$ cat src/rtl/lsu_rvdmem_if.sv
// -----------------------------------------------------------------------------
// lsu_rvdmem_if
// Bundles the three buses of the load/store unit:
//   req_*  : pipeline request (valid/ready), master -> slave
//   rsp_*  : registered response (valid/ready), slave -> master
//   mem_*  : single-port data memory, byte write enables, 1-cycle read latency
// The LSU is the slave of the pipeline side and drives the memory side.
// -----------------------------------------------------------------------------
interface lsu_rvdmem_if #(
  parameter int DATA_WIDTH = 64,
  parameter int ADDR_WIDTH = 64
);
  logic                      req_valid;
  logic                      req_ready;
  logic                      req_we;
  logic [1:0]                req_size;
  logic                      req_unsigned;
  logic [ADDR_WIDTH-1:0]     req_addr;
  logic [DATA_WIDTH-1:0]     req_wdata;
  logic [4:0]                req_rd;

  logic                      rsp_valid;
  logic                      rsp_ready;
  logic [DATA_WIDTH-1:0]     rsp_rdata;
  logic [4:0]                rsp_rd;
  logic                      rsp_we;
  logic                      rsp_err;

  logic [ADDR_WIDTH-1:0]     mem_addr;
  logic [DATA_WIDTH-1:0]     mem_wdata;
  logic [DATA_WIDTH/8-1:0]   mem_wen;
  logic [DATA_WIDTH-1:0]     mem_rdata;

  modport slave (
    input  req_valid, req_we, req_size, req_unsigned, req_addr, req_wdata, req_rd,
    output req_ready,
    output rsp_valid, rsp_rdata, rsp_rd, rsp_we, rsp_err,
    input  rsp_ready,
    output mem_addr, mem_wdata, mem_wen,
    input  mem_rdata
  );

  modport master (
    output req_valid, req_we, req_size, req_unsigned, req_addr, req_wdata, req_rd,
    input  req_ready,
    input  rsp_valid, rsp_rdata, rsp_rd, rsp_we, rsp_err,
    output rsp_ready,
    input  mem_addr, mem_wdata, mem_wen,
    output mem_rdata
  );
endinterface

$ cat src/rtl/lsu_rvdmem.sv
// -----------------------------------------------------------------------------
// lsu_rvdmem
// RV64 load/store unit driving a synchronous single-port data memory.
// One request at a time: stores write in the cycle after accept, loads read
// then extract/extend the addressed lanes into a registered response.
// Misaligned requests answer with err=1 and never touch memory.
// Ports:
//   clk    : clock, all state changes on posedge
//   rst_n  : asynchronous active-low reset
//   bus    : lsu_rvdmem_if.slave (req_*, rsp_*, mem_* buses)
// Only DATA_WIDTH = 64 is supported.
//
// state  | meaning
// IDLE   | ready for a request (req_ready=1)
// ACCESS | memory address/wen/wdata presented; store writes here
// WAIT   | load data returning from memory, captured at next edge
// RESP   | response held until rsp_ready
// -----------------------------------------------------------------------------
module lsu_rvdmem #(
  parameter int DATA_WIDTH = 64,
  parameter int ADDR_WIDTH = 64
) (
  input  logic            clk,
  input  logic            rst_n,
  lsu_rvdmem_if.slave     bus
);

  typedef enum logic [1:0] {
    IDLE   = 2'd0,
    ACCESS = 2'd1,
    WAIT   = 2'd2,
    RESP   = 2'd3
  } state_t;

  state_t state, state_nxt;

  logic        r_we;
  logic        r_unsigned;
  logic [1:0]  r_size;
  logic [2:0]  r_lane;

  logic        accept;
  logic        misaligned;
  logic [2:0]  lane;
  logic [7:0]  byte_mask;
  logic [63:0] data_mask;
  logic [7:0]  wen_lane;
  logic [63:0] wdata_lane;
  logic [63:0] rdata_shift;
  logic [63:0] load_ext;

  // Gated with rst_n so ready reads 0 for the whole reset interval.
  assign bus.req_ready = rst_n & (state == IDLE);
  assign accept        = bus.req_valid & (state == IDLE);
  assign lane          = bus.req_addr[2:0];

  // Request decode: alignment, byte enables and lane-shifted store data.
  always_comb begin
    misaligned = 1'b0;
    byte_mask  = 8'h01;
    unique case (bus.req_size)
      2'd0: begin misaligned = 1'b0;             byte_mask = 8'h01; end
      2'd1: begin misaligned = lane[0];          byte_mask = 8'h03; end
      2'd2: begin misaligned = |lane[1:0];       byte_mask = 8'h0f; end
      2'd3: begin misaligned = |lane;            byte_mask = 8'hff; end
    endcase
    data_mask = '0;
    for (int b = 0; b < 8; b++) begin
      data_mask[8*b +: 8] = {8{byte_mask[b]}};
    end
    // Alignment guarantees the shifted mask never spills past lane 7.
    wen_lane   = byte_mask << lane;
    wdata_lane = (bus.req_wdata & data_mask) << {lane, 3'b000};
  end

  // Load extraction from the lanes captured at accept.
  always_comb begin
    rdata_shift = bus.mem_rdata >> {r_lane, 3'b000};
    load_ext    = rdata_shift;
    unique case (r_size)
      2'd0: load_ext = r_unsigned ? {56'd0, rdata_shift[7:0]}
                                  : {{56{rdata_shift[7]}}, rdata_shift[7:0]};
      2'd1: load_ext = r_unsigned ? {48'd0, rdata_shift[15:0]}
                                  : {{48{rdata_shift[15]}}, rdata_shift[15:0]};
      2'd2: load_ext = r_unsigned ? {32'd0, rdata_shift[31:0]}
                                  : {{32{rdata_shift[31]}}, rdata_shift[31:0]};
      2'd3: load_ext = rdata_shift;
    endcase
  end

  always_comb begin
    state_nxt = state;
    unique case (state)
      IDLE:   if (accept) state_nxt = misaligned ? RESP : ACCESS;
      ACCESS: state_nxt = r_we ? RESP : WAIT;
      WAIT:   state_nxt = RESP;
      RESP:   if (bus.rsp_ready) state_nxt = IDLE;
    endcase
  end

  always_ff @(posedge clk or negedge rst_n) begin
    if (!rst_n) begin
      state <= IDLE;
    end else begin
      state <= state_nxt;
    end
  end

  always_ff @(posedge clk or negedge rst_n) begin
    if (!rst_n) begin
      r_we          <= 1'b0;
      r_unsigned    <= 1'b0;
      r_size        <= 2'd0;
      r_lane        <= 3'd0;
      bus.mem_addr  <= '0;
      bus.mem_wdata <= '0;
      bus.mem_wen   <= '0;
      bus.rsp_valid <= 1'b0;
      bus.rsp_rdata <= '0;
      bus.rsp_rd    <= '0;
      bus.rsp_we    <= 1'b0;
      bus.rsp_err   <= 1'b0;
    end else begin
      // ACCESS lasts exactly one cycle, so enables only live for that cycle.
      bus.mem_wen   <= '0;
      bus.rsp_valid <= (state_nxt == RESP);

      if (accept) begin
        r_we          <= bus.req_we;
        r_unsigned    <= bus.req_unsigned;
        r_size        <= bus.req_size;
        r_lane        <= lane;
        bus.rsp_rd    <= bus.req_rd;
        bus.rsp_we    <= bus.req_we;
        bus.rsp_err   <= misaligned;
        bus.rsp_rdata <= '0;
        if (!misaligned) begin
          bus.mem_addr <= {3'b000, bus.req_addr[ADDR_WIDTH-1:3]};
          if (bus.req_we) begin
            bus.mem_wdata <= wdata_lane;
            bus.mem_wen   <= wen_lane;
          end
        end
      end

      if (state == WAIT) begin
        bus.rsp_rdata <= load_ext;
      end
    end
  end

endmodule

$ cat src/flat_wrapper.sv
// flat-port wrapper written by rule: the top's interface ports become plain ports
module lsu_rvdmem_flat 
#(
  parameter int DATA_WIDTH = 64,
  parameter int ADDR_WIDTH = 64
)
  (clk, rst_n, bus_req_valid, bus_req_we, bus_req_size, bus_req_unsigned, bus_req_addr, bus_req_wdata, bus_req_rd, bus_req_ready, bus_rsp_valid, bus_rsp_rdata, bus_rsp_rd, bus_rsp_we, bus_rsp_err, bus_rsp_ready, bus_mem_addr, bus_mem_wdata, bus_mem_wen, bus_mem_rdata);
  lsu_rvdmem_if #(.DATA_WIDTH(DATA_WIDTH), .ADDR_WIDTH(ADDR_WIDTH)) bus_i ();
  input  logic clk;
  input  logic rst_n;
  input wire logic [$bits(bus_i.req_valid)-1:0] bus_req_valid;
  input wire logic [$bits(bus_i.req_we)-1:0] bus_req_we;
  input wire logic [$bits(bus_i.req_size)-1:0] bus_req_size;
  input wire logic [$bits(bus_i.req_unsigned)-1:0] bus_req_unsigned;
  input wire logic [$bits(bus_i.req_addr)-1:0] bus_req_addr;
  input wire logic [$bits(bus_i.req_wdata)-1:0] bus_req_wdata;
  input wire logic [$bits(bus_i.req_rd)-1:0] bus_req_rd;
  output wire logic [$bits(bus_i.req_ready)-1:0] bus_req_ready;
  output wire logic [$bits(bus_i.rsp_valid)-1:0] bus_rsp_valid;
  output wire logic [$bits(bus_i.rsp_rdata)-1:0] bus_rsp_rdata;
  output wire logic [$bits(bus_i.rsp_rd)-1:0] bus_rsp_rd;
  output wire logic [$bits(bus_i.rsp_we)-1:0] bus_rsp_we;
  output wire logic [$bits(bus_i.rsp_err)-1:0] bus_rsp_err;
  input wire logic [$bits(bus_i.rsp_ready)-1:0] bus_rsp_ready;
  output wire logic [$bits(bus_i.mem_addr)-1:0] bus_mem_addr;
  output wire logic [$bits(bus_i.mem_wdata)-1:0] bus_mem_wdata;
  output wire logic [$bits(bus_i.mem_wen)-1:0] bus_mem_wen;
  input wire logic [$bits(bus_i.mem_rdata)-1:0] bus_mem_rdata;
  assign bus_i.req_valid = bus_req_valid;
  assign bus_i.req_we = bus_req_we;
  assign bus_i.req_size = bus_req_size;
  assign bus_i.req_unsigned = bus_req_unsigned;
  assign bus_i.req_addr = bus_req_addr;
  assign bus_i.req_wdata = bus_req_wdata;
  assign bus_i.req_rd = bus_req_rd;
  assign bus_req_ready = bus_i.req_ready;
  assign bus_rsp_valid = bus_i.rsp_valid;
  assign bus_rsp_rdata = bus_i.rsp_rdata;
  assign bus_rsp_rd = bus_i.rsp_rd;
  assign bus_rsp_we = bus_i.rsp_we;
  assign bus_rsp_err = bus_i.rsp_err;
  assign bus_i.rsp_ready = bus_rsp_ready;
  assign bus_mem_addr = bus_i.mem_addr;
  assign bus_mem_wdata = bus_i.mem_wdata;
  assign bus_mem_wen = bus_i.mem_wen;
  assign bus_i.mem_rdata = bus_mem_rdata;
  lsu_rvdmem #(.DATA_WIDTH(DATA_WIDTH), .ADDR_WIDTH(ADDR_WIDTH)) u_core (.clk(clk), .rst_n(rst_n), .bus(bus_i));
endmodule
$ cat config.mk
export PLATFORM = sky130hd
export DESIGN_NAME = lsu_rvdmem_flat
export DESIGN_NICKNAME = d
export VERILOG_FILES = /design/src/rtl/lsu_rvdmem_if.sv /design/src/rtl/lsu_rvdmem.sv /design/src/flat_wrapper.sv
export SDC_FILE = /design/constraint.sdc
export NUM_CORES = 1
export LEC_CHECK = 0
export CAP_MARGIN = 40
export CORE_MARGIN = 10
export CORE_UTILIZATION = 40
export DETAILED_ROUTE_END_ITERATION = 7
export GPL_TIMING_DRIVEN = 0
export PLACE_DENSITY = 0.78
export SYNTH_ARGS = -nofsm -noshare
export SYNTH_HDL_FRONTEND = slang
export SYNTH_SLANG_ARGS = --single-unit
export TNS_END_PERCENT = 50
$ cat constraint.sdc
create_clock -name clk -period 3.2 [get_ports clk]
set_clock_uncertainty 0.1 [all_clocks]
set_input_delay 0.8 -clock clk [delete_from_list [all_inputs] [get_ports clk]]
set_output_delay 0.8 -clock clk [all_outputs]
set_load 0.03 [all_outputs]
==> results.toml <==
[status]
status = "finished clean"

[yosys]
synth_top_cell_by_area = "dfrtp_1"
synth.top_cell.area_share = 0.468
netlist_area_mm2 = 0.0114
ys_seq_area_frac = 0.468
synth_ff_type = "dfrtp_1"
synth_seq_cells = 213
syn_avg_cell_area_um2 = 10.2
synthArstFlopShare = 1.00
synth.distinct_cells = 58
synth_edf_count = 0
yosys_warnings = 0
syn_inst = 1115
synth_area_leaders = "dfrtp_1 (47%), mux2_2 (10%), mux2i_1 (6.9%), nand2_1 (4.9%), o21ai_0 (2.6%)"

[global_routing]
grt_usage = 0.268
grt_pass1_wl_um = 74100
grt_max_degree = 109
antenna_found_initial = 1
grt_pass1_vias = 11600
overflow = 0

[power_and_ir_drop]
p_leak_nw = 7.09
powerDensity_mw_per_mm2 = 978
ir_drop_mv = 0.459

[floorplan]
dieArea_mm2 = 0.0356
io_pins = 414
std_cell_rows = 61
fp.dieH_um = 189
coreArea_mm2 = 0.0279
fp.dieW_um = 189
initial_core_util = 0.408

[timing]
setup_viol_count_final = 0
period_minus_slack_ps = 3100
final-hold-violation-count = 0
worstMarginPinSlew_ps = 844
hold-worst-slack_ps = 70.9
slew_headroom = 0.436
setup_tns_ps = 0
grt_setup_unrepaired = "no"
slew_violations = 0
timing.final.crit_share = 0.969
max_freq_mhz = 322

[route]
viasPerCell = 5.70
postRouteAntennaNets = 0
drtIter0Drc = 1148
post_drt_wl_per_cell_um = 25.8
dr.pass1.iters = 6
drt_wl_total_um = 50100
vias = 11100
drc = 0

[clock_network]
cts_buffers = 24
postCtsHoldBufs = 0
clk_latency_ps = 530
h-tree-depth = 1
cts_sinks = 213
clkSlewWorstSetupHoldPaths_ps = 60
clock_path_buffers = 3
cts_tree = "done"
cts_setup_buffers = 0
cts-resized-gates = 3
root_buffer = "clkbuf_16"

[setup_path]
critPathMaxFanout = 10
worst_ep_arrival_time_ps = 3470
crit_type = "input pin to register"
worst_ep_required_time_ps = 3570
start_kind = "input pin"
critPathCaptureType = "register"

[cells_and_area]
num_antenna_cells = 0
final_common_cell = "clkdlybuf4s50_1"
layout_common_cells = "clkdlybuf4s50_1 (407), dfrtp_1 (213), nand2_1 (149)"
drive_above_1_share = 0.134
fin_area_mm2 = 0.0168
final_cells = 1946
postLayoutCoreUtil = 0.600
syn_to_final_growth_pct = 47.2
nNetsFinal = 1759

[place]
place_inst = 1906
io_buffers = 408
place_hpwl_um = 40300
place_area_mm2 = 0.0160
place_congestion = 0.989

[flow_run]
cap_violations = 0

[hold_path]
hp-class = "input pin to async pin"
final timing paths:
check | from | endpoint | slack (ps) | cells after the start
setup reg to reg | u_core.state[0] | u_core.bus.rsp_rdata[9] | 480 | 7
setup / recovery | bus_req_size[1] | u_core.bus.mem_wdata[60] | 100 | 8
max in group asynchronous | rst_n | u_core.bus.mem_wdata[17] | 1990 | 2
min in group clk | u_core.bus.rsp_rd[0] | u_core.bus.rsp_rd[0] | 370 | 2
hold / removal | rst_n | u_core.bus.rsp_rdata[60] | 70 | 1
hold reg to reg | u_core.bus.rsp_rd[0] | u_core.bus.rsp_rd[0] | 370 | 2
cells in the mapped netlist (3+ instances only):
library cell,number
o21ai_0,59
nor2_1,61
a22oi_2,10
o21a_1,9
o221a_2,7
nand2b_1,5
o31ai_1,17
a311oi_1,9
inv_1,12
a22oi_1,11
a22o_1,16
a21o_1,16
buf_6,5
a211oi_1,32
xnor2_1,3
dfrtp_1,213
mux2i_1,78
nand2_1,149
nor3b_1,3
and2_1,5
a32o_1,7
nor2b_1,10
nand3_1,6
a31oi_1,4
o22ai_1,15
or2_2,9
mux4_2,8
a222oi_1,8
a32oi_1,5
buf_1,13
buf_4,4
nand3b_1,9
mux2_2,102
clkbuf_1,58
buf_2,14
nor3_1,40
a21oi_1,30
o21ai_1,30
power by group:
group,internal (mW),leakage [nW],switching [mW],total (mW)
clock network,1.55,0.370,1.16,2.70
logic,3.83,3.99,5.44,9.28
registers,3.79,2.73,0.641,4.43
total,9.17,7.09,7.24,16.4
critical path, stage by stage:
cell and delay [ps]:
clkdlybuf4s50_1 580, buf_2 250, clkbuf_1 440, o21ai_0 160, o21ai_0 580, a21oi_1 270, a211oi_1 280, a21o_1 110
sequential cells by signal, summed over array words and instances (netlist names):
register,cells
u_core.state,2
u_core.r_lane,3
u_core.bus.mem_wen,8
u_core.r_size,2
u_core.bus.mem_wdata,64
u_core.bus.rsp_err,1
u_core.bus.rsp_we,1
u_core.bus.rsp_rdata,64
u_core.bus.mem_addr,61
u_core.bus.rsp_rd,5
u_core.r_unsigned,1
u_core.bus.rsp_valid,1
per-layer routing:
layer | routed length [um] | part of all wire | global-route usage | vias up
met5 | 12 | 0.00024 | 0 | -
met4 | 1920 | 0.038 | 0.100 | 2
met3 | 4610 | 0.092 | 0.0822 | 120
met2 | 24600 | 0.49 | 0.460 | 577
met1 | 18900 | 0.38 | 0.309 | 5437
li1 | - | - | - | 4947
final cells by class:
| cell class | instances | area [um^2] |
|---|---|---|
| multi-input cells | 794 | 5590 |
| repair buffers | 411 | 4140 |
| flip-flops and latches | 213 | 5330 |
| inverters | 14 | 52.6 |
| fillers | 2392 | 11200 |
| clock buffers | 32 | 671 |
| plain buffers | 96 | 437 |
| well taps | 378 | 473 |
| clock inverters | 8 | 82.6 |
kinds of logic (layout without fill, tap and decap cells):
family | Yosys count | in the layout | share of synthesized area
simple gates | 307 | 307 | 0.120
compound gates | 292 | 292 | 0.179
flops | 213 | 213 | 0.468
mux | 189 | 189 | 0.187
buf+inv | 110 | 561 | 0.0426
xor+xnor | 3 | 3 | 0.00231
other cells | 1 | 3 | 0.000329
through the flow:
step / power (mW) / setup WS, ps
final: 16.4 / 98.7
after detailed placement: 13.7 / -570
after global placement: 13.6 / -7770
after CTS: 16.5 / 84.8
after global routing: 17.2 / 41.3
after floorplan: 9.84 / 748
Note: power is estimated with default switching activity, not from simulation.
